==> config.mk <==
export PLATFORM = sky130hd
export DESIGN_NAME = cdc_event_arbiter_flat
export DESIGN_NICKNAME = d
export VERILOG_FILES = /design/src/rtl/cdc_event_arbiter_pkg.sv /design/src/rtl/cdc_event_arbiter_if.sv /design/src/rtl/cdc_event_arbiter_sync_chain.sv /design/src/rtl/cdc_event_arbiter.sv /design/src/flat_wrapper.sv
export SDC_FILE = /design/constraint.sdc
export NUM_CORES = 1
export LEC_CHECK = 0
export ABC_AREA = 0
export CAP_MARGIN = 20
export CORE_UTILIZATION = 45
export DETAILED_ROUTE_END_ITERATION = 10
export PLACE_DENSITY = 0.85
export SYNTH_ARGS = -nofsm -noshare
export SYNTH_HDL_FRONTEND = slang
export SYNTH_SLANG_ARGS = --single-unit
==> constraint.sdc <==
create_clock -name CLK -period 3.85 [get_ports CLK]
set_input_delay 0.5775 -clock CLK [delete_from_list [all_inputs] [get_ports CLK]]
set_output_delay 0.5775 -clock CLK [all_outputs]
set_load 0.01 [all_outputs]
==> src/rtl/cdc_event_arbiter_pkg.sv <==
// rtl/cdc_event_arbiter_pkg.sv - shared types, latency limits and round-robin pick for cdc_event_arbiter
package cdc_arb_pkg;

    typedef enum logic {
        IDLE = 1'b0,
        HOLD = 1'b1
    } state_e;

    localparam int LAT_MIN = 2;
    localparam int LAT_MAX = 3;
    localparam int MAX_NCH = 16;

    function automatic bit lat_legal(input int lat);
        return (lat >= LAT_MIN) && (lat <= LAT_MAX);
    endfunction

    // First set bit of req searching upward from last+1 with wrap; -1 when req is empty.
    // Iterating from the far end lets the nearest candidate overwrite the others.
    function automatic int rr_pick(input logic [MAX_NCH-1:0] req, input int nch, input int last);
        int pick;
        pick = -1;
        for (int k = MAX_NCH; k >= 1; k--) begin
            if ((k <= nch) && req[(last + k) % nch]) begin
                pick = (last + k) % nch;
            end
        end
        return pick;
    endfunction

endpackage

==> src/rtl/cdc_event_arbiter_if.sv <==
// rtl/cdc_event_arbiter_if.sv - granted-word valid/ready output bundle of cdc_event_arbiter
interface cdc_event_arbiter_if #(
    parameter int NCH = 4,
    parameter int DW  = 8
);
    import cdc_arb_pkg::*;

    localparam int CW = $clog2(NCH);

    logic          OUT_VALID;
    logic          OUT_READY;
    logic [CW-1:0] OUT_CH;
    logic [DW-1:0] OUT_DATA;

    modport master (
        output OUT_VALID,
        output OUT_CH,
        output OUT_DATA,
        input  OUT_READY
    );

    modport slave (
        input  OUT_VALID,
        input  OUT_CH,
        input  OUT_DATA,
        output OUT_READY
    );

endinterface

==> src/rtl/cdc_event_arbiter_sync_chain.sv <==
// rtl/cdc_event_arbiter_sync_chain.sv - LATENCY-deep single-bit synchronizer with programmable reset value
module sync_chain #(
    parameter int   LATENCY = 2,
    parameter logic INIT    = 1'b0
) (
    input  logic CLK,
    input  logic RST_N,
    input  logic D,
    output logic Q
);

    logic [LATENCY-1:0] stage_q;

    always_ff @(posedge CLK) begin
        if (!RST_N) begin
            stage_q <= {LATENCY{INIT}};
        end else begin
            stage_q <= {stage_q[LATENCY-2:0], D};
        end
    end

    assign Q = stage_q[LATENCY-1];

endmodule

==> src/rtl/cdc_event_arbiter.sv <==
// rtl/cdc_event_arbiter.sv - toggle-handshake receiver: synchronize, edge-detect, round-robin onto one valid/ready output
module cdc_event_arbiter
    import cdc_arb_pkg::*;
#(
    parameter int   NCH     = 4,
    parameter int   DW      = 8,
    parameter int   LATENCY = 2,
    parameter logic INIT    = 1'b0
) (
    input  logic                CLK,
    input  logic                RST_N,
    input  logic [NCH-1:0]      REQ_TGL,
    input  logic [NCH*DW-1:0]   DATA_ASYNC,
    output logic [NCH-1:0]      ACK_TGL,
    cdc_event_arbiter_if.master out_if,
    output logic [NCH-1:0]      PEND,
    output logic [NCH-1:0]      OVERRUN,
    input  logic                ERR_CLR
);

    localparam int CW = $clog2(NCH);

    if (!lat_legal(LATENCY)) begin : g_bad_latency
        $error("cdc_event_arbiter: LATENCY must be 2 or 3");
    end
    if ((NCH < 2) || (NCH > MAX_NCH)) begin : g_bad_nch
        $error("cdc_event_arbiter: NCH must be in 2..16");
    end

    logic [NCH-1:0] sync_last;
    logic [NCH-1:0] hist_q;
    logic [NCH-1:0] evt;
    logic [NCH-1:0] held;
    logic [NCH-1:0] busy;
    logic [NCH-1:0] pend_q,  pend_d;
    logic [NCH-1:0] ovr_q,   ovr_d;
    logic [NCH-1:0] ack_q,   ack_d;
    logic           valid_q, valid_d;
    logic [CW-1:0]  ch_q,    ch_d;
    logic [CW-1:0]  last_q,  last_d;
    logic [DW-1:0]  data_q,  data_d;
    state_e         state_q, state_d;

    int             pick_idx;
    logic           pick_ok;
    logic [CW-1:0]  pick_ch;
    logic           fire;
    logic           grant;

    for (genvar i = 0; i < NCH; i++) begin : g_sync
        sync_chain #(
            .LATENCY (LATENCY),
            .INIT    (INIT)
        ) u_sync (
            .CLK   (CLK),
            .RST_N (RST_N),
            .D     (REQ_TGL[i]),
            .Q     (sync_last[i])
        );
    end

    assign evt      = sync_last ^ hist_q;
    assign fire     = valid_q & out_if.OUT_READY;
    assign pick_idx = rr_pick(MAX_NCH'(pend_q), NCH, int'(last_q));
    assign pick_ok  = (pick_idx >= 0);
    assign pick_ch  = CW'(pick_idx);

    // A channel whose word sits on the output is still owed its ack, so it counts as busy.
    always_comb begin
        held = '0;
        if (valid_q) begin
            held[ch_q] = 1'b1;
        end
        busy = pend_q | held;
    end

    always_comb begin
        state_d = state_q;
        valid_d = valid_q;
        ch_d    = ch_q;
        data_d  = data_q;
        last_d  = last_q;
        ack_d   = ack_q;
        grant   = 1'b0;
        pend_d  = pend_q | (evt & ~busy);
        ovr_d   = (ERR_CLR ? '0 : ovr_q) | (evt & busy);

        case (state_q)
            IDLE: begin
                grant = pick_ok;
            end
            HOLD: begin
                if (fire) begin
                    ack_d[ch_q] = ~ack_q[ch_q];
                    grant       = pick_ok;
                    if (!pick_ok) begin
                        valid_d = 1'b0;
                        state_d = IDLE;
                    end
                end
            end
            default: begin
                state_d = IDLE;
            end
        endcase

        // Grant from the registered pending set; new events join on the next cycle.
        if (grant) begin
            valid_d         = 1'b1;
            ch_d            = pick_ch;
            data_d          = DATA_ASYNC[pick_ch*DW +: DW];
            pend_d[pick_ch] = 1'b0;
            last_d          = pick_ch;
            state_d         = HOLD;
        end
    end

    always_ff @(posedge CLK) begin
        if (!RST_N) begin
            hist_q  <= {NCH{INIT}};
            pend_q  <= '0;
            ovr_q   <= '0;
            ack_q   <= '0;
            valid_q <= 1'b0;
            ch_q    <= '0;
            data_q  <= '0;
            last_q  <= CW'(NCH - 1);
            state_q <= IDLE;
        end else begin
            hist_q  <= sync_last;
            pend_q  <= pend_d;
            ovr_q   <= ovr_d;
            ack_q   <= ack_d;
            valid_q <= valid_d;
            ch_q    <= ch_d;
            data_q  <= data_d;
            last_q  <= last_d;
            state_q <= state_d;
        end
    end

    assign ACK_TGL         = ack_q;
    assign PEND            = pend_q;
    assign OVERRUN         = ovr_q;
    assign out_if.OUT_VALID = valid_q;
    assign out_if.OUT_CH    = ch_q;
    assign out_if.OUT_DATA  = data_q;

endmodule
==> src/flat_wrapper.sv <==
// flat-port wrapper written by rule: the top's interface ports become plain ports
module cdc_event_arbiter_flat import cdc_arb_pkg::*;
#(
    parameter int   NCH     = 4,
    parameter int   DW      = 8,
    parameter int   LATENCY = 2,
    parameter logic INIT    = 1'b0
)
  (CLK, RST_N, REQ_TGL, DATA_ASYNC, ACK_TGL, PEND, OVERRUN, ERR_CLR, out_if_OUT_VALID, out_if_OUT_CH, out_if_OUT_DATA, out_if_OUT_READY);
  cdc_event_arbiter_if #(.NCH(NCH), .DW(DW)) out_if_i ();
  input  logic CLK;
  input  logic RST_N;
  input  logic [NCH-1:0] REQ_TGL;
  input  logic [NCH*DW-1:0] DATA_ASYNC;
  output logic [NCH-1:0] ACK_TGL;
  output logic [NCH-1:0] PEND;
  output logic [NCH-1:0] OVERRUN;
  input  logic ERR_CLR;
  output wire logic [$bits(out_if_i.OUT_VALID)-1:0] out_if_OUT_VALID;
  output wire logic [$bits(out_if_i.OUT_CH)-1:0] out_if_OUT_CH;
  output wire logic [$bits(out_if_i.OUT_DATA)-1:0] out_if_OUT_DATA;
  input wire logic [$bits(out_if_i.OUT_READY)-1:0] out_if_OUT_READY;
  assign out_if_OUT_VALID = out_if_i.OUT_VALID;
  assign out_if_OUT_CH = out_if_i.OUT_CH;
  assign out_if_OUT_DATA = out_if_i.OUT_DATA;
  assign out_if_i.OUT_READY = out_if_OUT_READY;
  cdc_event_arbiter #(.NCH(NCH), .DW(DW), .LATENCY(LATENCY), .INIT(INIT)) u_core (.CLK(CLK), .RST_N(RST_N), .REQ_TGL(REQ_TGL), .DATA_ASYNC(DATA_ASYNC), .ACK_TGL(ACK_TGL), .out_if(out_if_i), .PEND(PEND), .OVERRUN(OVERRUN), .ERR_CLR(ERR_CLR));
endmodule
# [After elaboration in Yosys (flattened, before gate mapping)]
# Index checks and enable logic that the tools add are counted.
[classes] n_shift=1 n_mux=36 n_addsub=4 bitwise_logic=16 eq_ne=1 reduce_logical=10 order_cmp=9
[ops] operator="32-bit 2-to-1 mux" count=4
[ops] operator="32-bit by 1-bit >= comparator with 1-bit output (second input constant)" count=1
[ops] operator="32-bit by 6-bit indexed part select with 8-bit output" count=1
[ops] operator="3-bit by 6-bit < comparator with 1-bit output (second input constant)" count=4
[ops] operator="1-bit 2-to-1 mux" count=20
[ops] operator="4-bit AND" count=3
[ops] operator="1-bit binary-select mux with 3-bit select" count=4
[ops] operator="4-bit 2-to-1 mux" count=3
[ops] operator="4-bit bitwise OR" count=3
[ops] operator="4-bit inverter" count=2
[ops] operator="2-bit OR reduction" count=4
[ops] operator="2-bit by 3-bit < comparator with 1-bit output (second input constant)" count=2
[ops] operator="2-bit by 1-bit adder with 2-bit output (second input constant)" count=2
[ops] operator="2-bit adder (second input constant)" count=2
[ops] operator="1-bit AND (first input constant)" count=4
[ops] operator="4-bit bitwise mux" count=1
[ops] operator="1-bit demux with 2-bit select" count=2
[ops] operator="2-bit by 1-bit >= comparator with 1-bit output (second input constant)" count=2
[ops] operator="2-bit nonzero test" count=2
[ops] operator="4-bit XOR" count=1
[ops] operator="3-bit AND reduction" count=1
[ops] operator="1-bit binary-select mux with 2-bit select" count=1
[ops] operator="1-bit logical AND" count=2
[ops] operator="2-bit inequality test (second input constant)" count=1
[ops] operator="4 further kinds" count=5
[totals] regBits=38 input_bits=40 output_inout_bits=23

# [Longest topological paths before layout]
[logic_depth] ltp_word=17 mapped_depth=5

# [Modules after synthesis]
# A second synthesis with hierarchy kept.
[unflattened] hier_cells=173 area_unflattened_um2=1645.3
[modules_own_cells] mod="cdc_event_arbiter" cells_each=157 n_inst=1 seq_area_each_um2=600.6 area_each_um2=1435.1
[modules_own_cells] mod="sync_chain" cells_each=4 n_inst=4 seq_area_each_um2=40.0 area_each_um2=52.6

# [Worst setup path after synthesis]
# OpenSTA, ideal clock, no wires.
[synth_timing] path_type="flip-flop to flip-flop" from="register u_core.pend_q[2], in the netlist u_core.PEND[2]" to="register u_core.pend_q[0], in the netlist u_core.PEND[0]" setup_time_ps=122 period_less_slack_ps=1658 path_stages_with_launch=5 arrival_time_ps=1536 path_buffers=0 path_slack_ps=2192 cell_sequence="dfxtp_1 -> and2b_1 -> or4_4 -> and2_4 -> o311a_1"
[synth_between] elab_chain_cells=14 elab_cells_between_ends=27 classes_between="order compare: 3; mux: 21; bitwise: 2; reduce/logical: 1"
[synth_rtl] element="start, declared" line_no="cdc_event_arbiter.sv:35" text="logic [NCH-1:0] pend_q, pend_d;"
[synth_rtl] element="start signal, assigned" line_no="cdc_event_arbiter.sv:131" text="pend_q <= pend_d;"
[synth_rtl] element="1-bit binary-select mux with 3-bit select" line_no="cdc_event_arbiter_pkg.sv:23" text="if ((k <= nch) && req[(last + k) % nch]) begin"
[synth_rtl] element="1-bit 2-to-1 mux (not written as such) (2 in series)" line_no="cdc_event_arbiter_pkg.sv:23"
[synth_rtl] element="32-bit 2-to-1 mux (3 in series)" line_no="cdc_event_arbiter_pkg.sv:23"
[synth_rtl] element="32-bit 2-to-1 mux *" line_no="cdc_event_arbiter_pkg.sv:23"
[synth_rtl] element="parallel branches: the longest is 6 deep, another holds 32-bit by 1-bit >= comparator with 1-bit output"
[synth_rtl] element="4-bit 2-to-1 mux *" line_no="cdc_event_arbiter.sv:108" text="if (grant) begin"
# Mark *: on every way between the ends. The select of a mux whose other input is x is not followed.
# A chain may end at the register's enable or synchronous reset.

# [Worst setup path after layout]
[layout_timing] from="register u_core.ch_q[0], in the netlist u_core.out_if.OUT_CH[0]" to="output port out_if_OUT_CH[0]"
[layout_lines] element="start, declared" line_no="cdc_event_arbiter.sv:39" text="logic [CW-1:0] ch_q, ch_d;"
[layout_lines] element="start signal, assigned" line_no="cdc_event_arbiter.sv:135" text="ch_q <= ch_d;"
[layout_lines] element="end, declared" line_no="flat_wrapper.sv:20" text="output wire logic [$bits(out_if_i.OUT_CH)-1:0] out_if_OUT_CH;"
# No word-level cell between the ends.

==> impl_results.md <==
* Status: complete, no violations
* R2R setup slack at approximately 2.0 ns
* Critical path's top delay family: buffers and inverters
* Routed length per placed instance at roughly 14 um
* Vias in the first global route at between 1000 and 1500
* Crit path cell chain: clkdlybuf4s50_1
* Initial Utilization at a little under half
* PnR worst setup slack at ~1.8 ns
* I/O Buffers at 62
* Area growth syn-to-layout at 43.88%
* Number of antenna-violating nets in the routed design at 0
* CP startpoint: u_core.out_if.OUT_CH[0]$_SDFFE_PN0N_
* WHS Path Cells at 1
* Slowest stage delay, CP at between 0.6 and 0.7 ns
* CP max stage cell: clkdlybuf4s50_1
* DP HPWL at roughly 2.8 mm
* Highest clock rate at between 400 and 500 MHz
* Sequential area share after synthesis at 46.48%
* Most frequent cell after synthesis: dfxtp_1
* Post-Synthesis Cells at roughly 170
* Crit path time final at 2.089 ns
* Initial DRC count at slightly above 80
* Rel. slew slack at 61.84%
* Share of the synthesized area in the top cell type at between 40% and 50%
* Setup violators final at 0
* Die span in x at slightly above 60 um
* Slew Viols, Final at 0
* Worst-Skew Late Latency at approximately 0.34 ns
* Initial antenna violation count at 0
* Final Hold Vio Count at 0
* Buf/Inv on CP at 1
* Die area at around 3900 sq um
* 1st-pass router iterations at 6
* Hold buffer count at cts at 0
* Via count at 1480
* Leakage power at between 0.9 and 1 nW
* # rows at 21
* Hold Path Class: register to register
* Synthesized area per cell at between 9 and 10 sq um
* WL final at around 3.8 mm
* Root Driver: clkbuf_4
* Tightest Pin Transition at 0.5672 ns
* Worst reg2reg startpoint: u_core.out_if.OUT_VALID$_SDFFE_PN0P_
* CP Capture Type: primary output
* WS Path Type: register to primary output
* Data required, critical path at 3.27 ns
* FF-to-FF path depth at 4
* Tot GR Track Use at 20.44%
* Place WS at roughly 1.5 ns
* Worst path depth at 1
* PostCTS Resize Cnt at 0
* Post-synth top area cell: dfxtp_1
* Core Region at 3416 sq um
* Vias/cell at between 5 and 6
* Routability Congestion at roughly 0.8
* CTS tree: done
* Asr flop ratio synth at 0%
* Count of different cell masters after synthesis at 34
* Final Cycle Share at a little over half
* H-tree depth at 2
* Worst Setup EP: out_if_OUT_CH[0]
* Maximum clock insertion buffer count at 2
* EDFF count, synth at 0
* RSZ-0062 raised after global routing: no
* Clock sinks at 38
* Dpl cells at 274
* Final net count at about 280
* Post-CTS Setup Bufs at 0
* Critical Path Source Type: register
* First-pass GRT wire length at between 6 and 7 mm
* CP Max Fanout at 11
* Worst Path Arrival at ~1.5 ns
* Grt ovf at 0
* MaxCap Viol Count at 0
* DRC errors left at 0
* Die height at between 60 and 70 um
* Post-DP Area at around 2300 sq um
* N_diodes at 0
* Non-Filler Instances at 281
* Mapped Area at 1637 sq um
* TritonCTS buffer count at 5
* Syn Nets at between 200 and 250
* Worst vdd ir at between 0.0003 and 0.0004 V
* Seq cells post-synth at 38
* Core Util, Final at between 60% and 70%
* Synth area leaders: dfxtp_1 (46%), mux2i_1 (9.8%), and2_1 (4.6%)
* Share of layout cells above drive strength 1 at 5.532%
* Ports at between 60 and 70
* Design area at around 2400 sq um
* Final Skew at between 0.01 and 0.015 ns
* Yosys Warn Count at 0
* TNS Setup at 0 ns
* Top post-synthesis cells by count: dfxtp_1 (38), mux2i_1 (16), nor2_1 (15)
* Synth Flop Type: dfxtp_1
* Largest net degree at the start of global routing at 31
* Worst reg2reg path endpoint: u_core.out_if.OUT_DATA[6]$_SDFFE_PN0N_
* Worst-path clk slew at 0.11 ns
* Power per cell area at 402.0 nW/um^2
through the flow:
step / hold slack [ns] / power (mW)
final: 0.4439 / 0.9467
after global routing: 0.4587 / 1.001
after CTS: 0.4515 / 0.9509
after detailed placement: 0.4196 / 0.7666
after global placement: 0.4132 / 0.7592
after floorplan: 0.4119 / 0.6267
worst min-delay path by stage:
stage                                                  startpoint                                            end  slack [ns]
floorplan           u_core.g_sync[0].u_sync.stage_q[0]$_SDFF_PN0_  u_core.g_sync[0].u_sync.stage_q[1]$_SDFF_PN0_        0.41
global placement    u_core.g_sync[0].u_sync.stage_q[0]$_SDFF_PN0_  u_core.g_sync[0].u_sync.stage_q[1]$_SDFF_PN0_        0.41
detailed placement  u_core.g_sync[2].u_sync.stage_q[0]$_SDFF_PN0_  u_core.g_sync[2].u_sync.stage_q[1]$_SDFF_PN0_        0.42
CTS                 u_core.g_sync[3].u_sync.stage_q[0]$_SDFF_PN0_  u_core.g_sync[3].u_sync.stage_q[1]$_SDFF_PN0_        0.45
global route        u_core.g_sync[2].u_sync.stage_q[0]$_SDFF_PN0_  u_core.g_sync[2].u_sync.stage_q[1]$_SDFF_PN0_        0.46
finish              u_core.g_sync[3].u_sync.stage_q[0]$_SDFF_PN0_  u_core.g_sync[3].u_sync.stage_q[1]$_SDFF_PN0_        0.44
power breakdown:
group	total (mW)	internal, mW	switching, mW
logic	0.279	0.157	0.122
clock network	0.188	0.0689	0.119
registers	0.480	0.434	0.0458
total	0.947	0.660	0.287
cell usage in the layout, fill, tap and decap left out, drive strengths merged, types with 3 or more instances in the layout:
cell type | Yosys | final
clkdlybuf4s50 | 0 | 62
dfxtp | 38 | 38
mux2i | 16 | 16
nor2 | 15 | 15
and2 | 13 | 13
a21oi | 10 | 10
o21ai | 9 | 9
nand3 | 9 | 9
o221ai | 8 | 8
xnor2 | 7 | 7
clkbuf | 6 | 7
nand2 | 6 | 6
inv | 4 | 4
a31oi | 3 | 3
nor3b | 3 | 3
nand2b | 3 | 3
o21bai | 3 | 3
worst reg2reg max path, cell delays in order (launching register included):
cell and delay (ns):
dfxtp_1 0.50, nand2_1 0.16, a21oi_1 0.42, nand4_1 0.42
o221ai_1 0.31
layer usage:
layer | vias to the layer above | routed length [um] | GRT usage [%]
li1 | 744 | - | -
met1 | 704 | 1694 | 26.83
met2 | 26 | 1955 | 32.69
met3 | 6 | 141 | 3.860
met4 | 0 | 51 | 8.721
met5 | - | 0 | 0
area by class of cell:
| type | instances | area [sq um] |
|---|---|---|
| clock buffers | 7 | 45.04 |
| repair buffers | 64 | 643.1 |
| well taps | 46 | 57.56 |
| fillers | 295 | 1061 |
| flip-flops and latches | 38 | 760.7 |
| multi-input cells | 122 | 833.3 |
| inverters | 4 | 15.01 |
flip-flops by register name, indices dropped and copies added (netlist names):
signal and cells:
u_core.OVERRUN 4, u_core.PEND 4, u_core.out_if.OUT_VALID 1, u_core.state_q 1, u_core.g_sync.u_sync.stage_q 8, u_core.last_q 2
u_core.out_if.OUT_DATA 8, u_core.ACK_TGL 4, u_core.out_if.OUT_CH 2, u_core.hist_q 4
cell families after synthesis:
kind of cell	count (synthesis)	synth area share, %
compound gates	40	16.97
xor+xnor	7	3.746
mux	16	9.786
buf+inv	13	3.210
flops	38	46.48
simple gates	59	19.80
(Power assumes the default switching activity.)
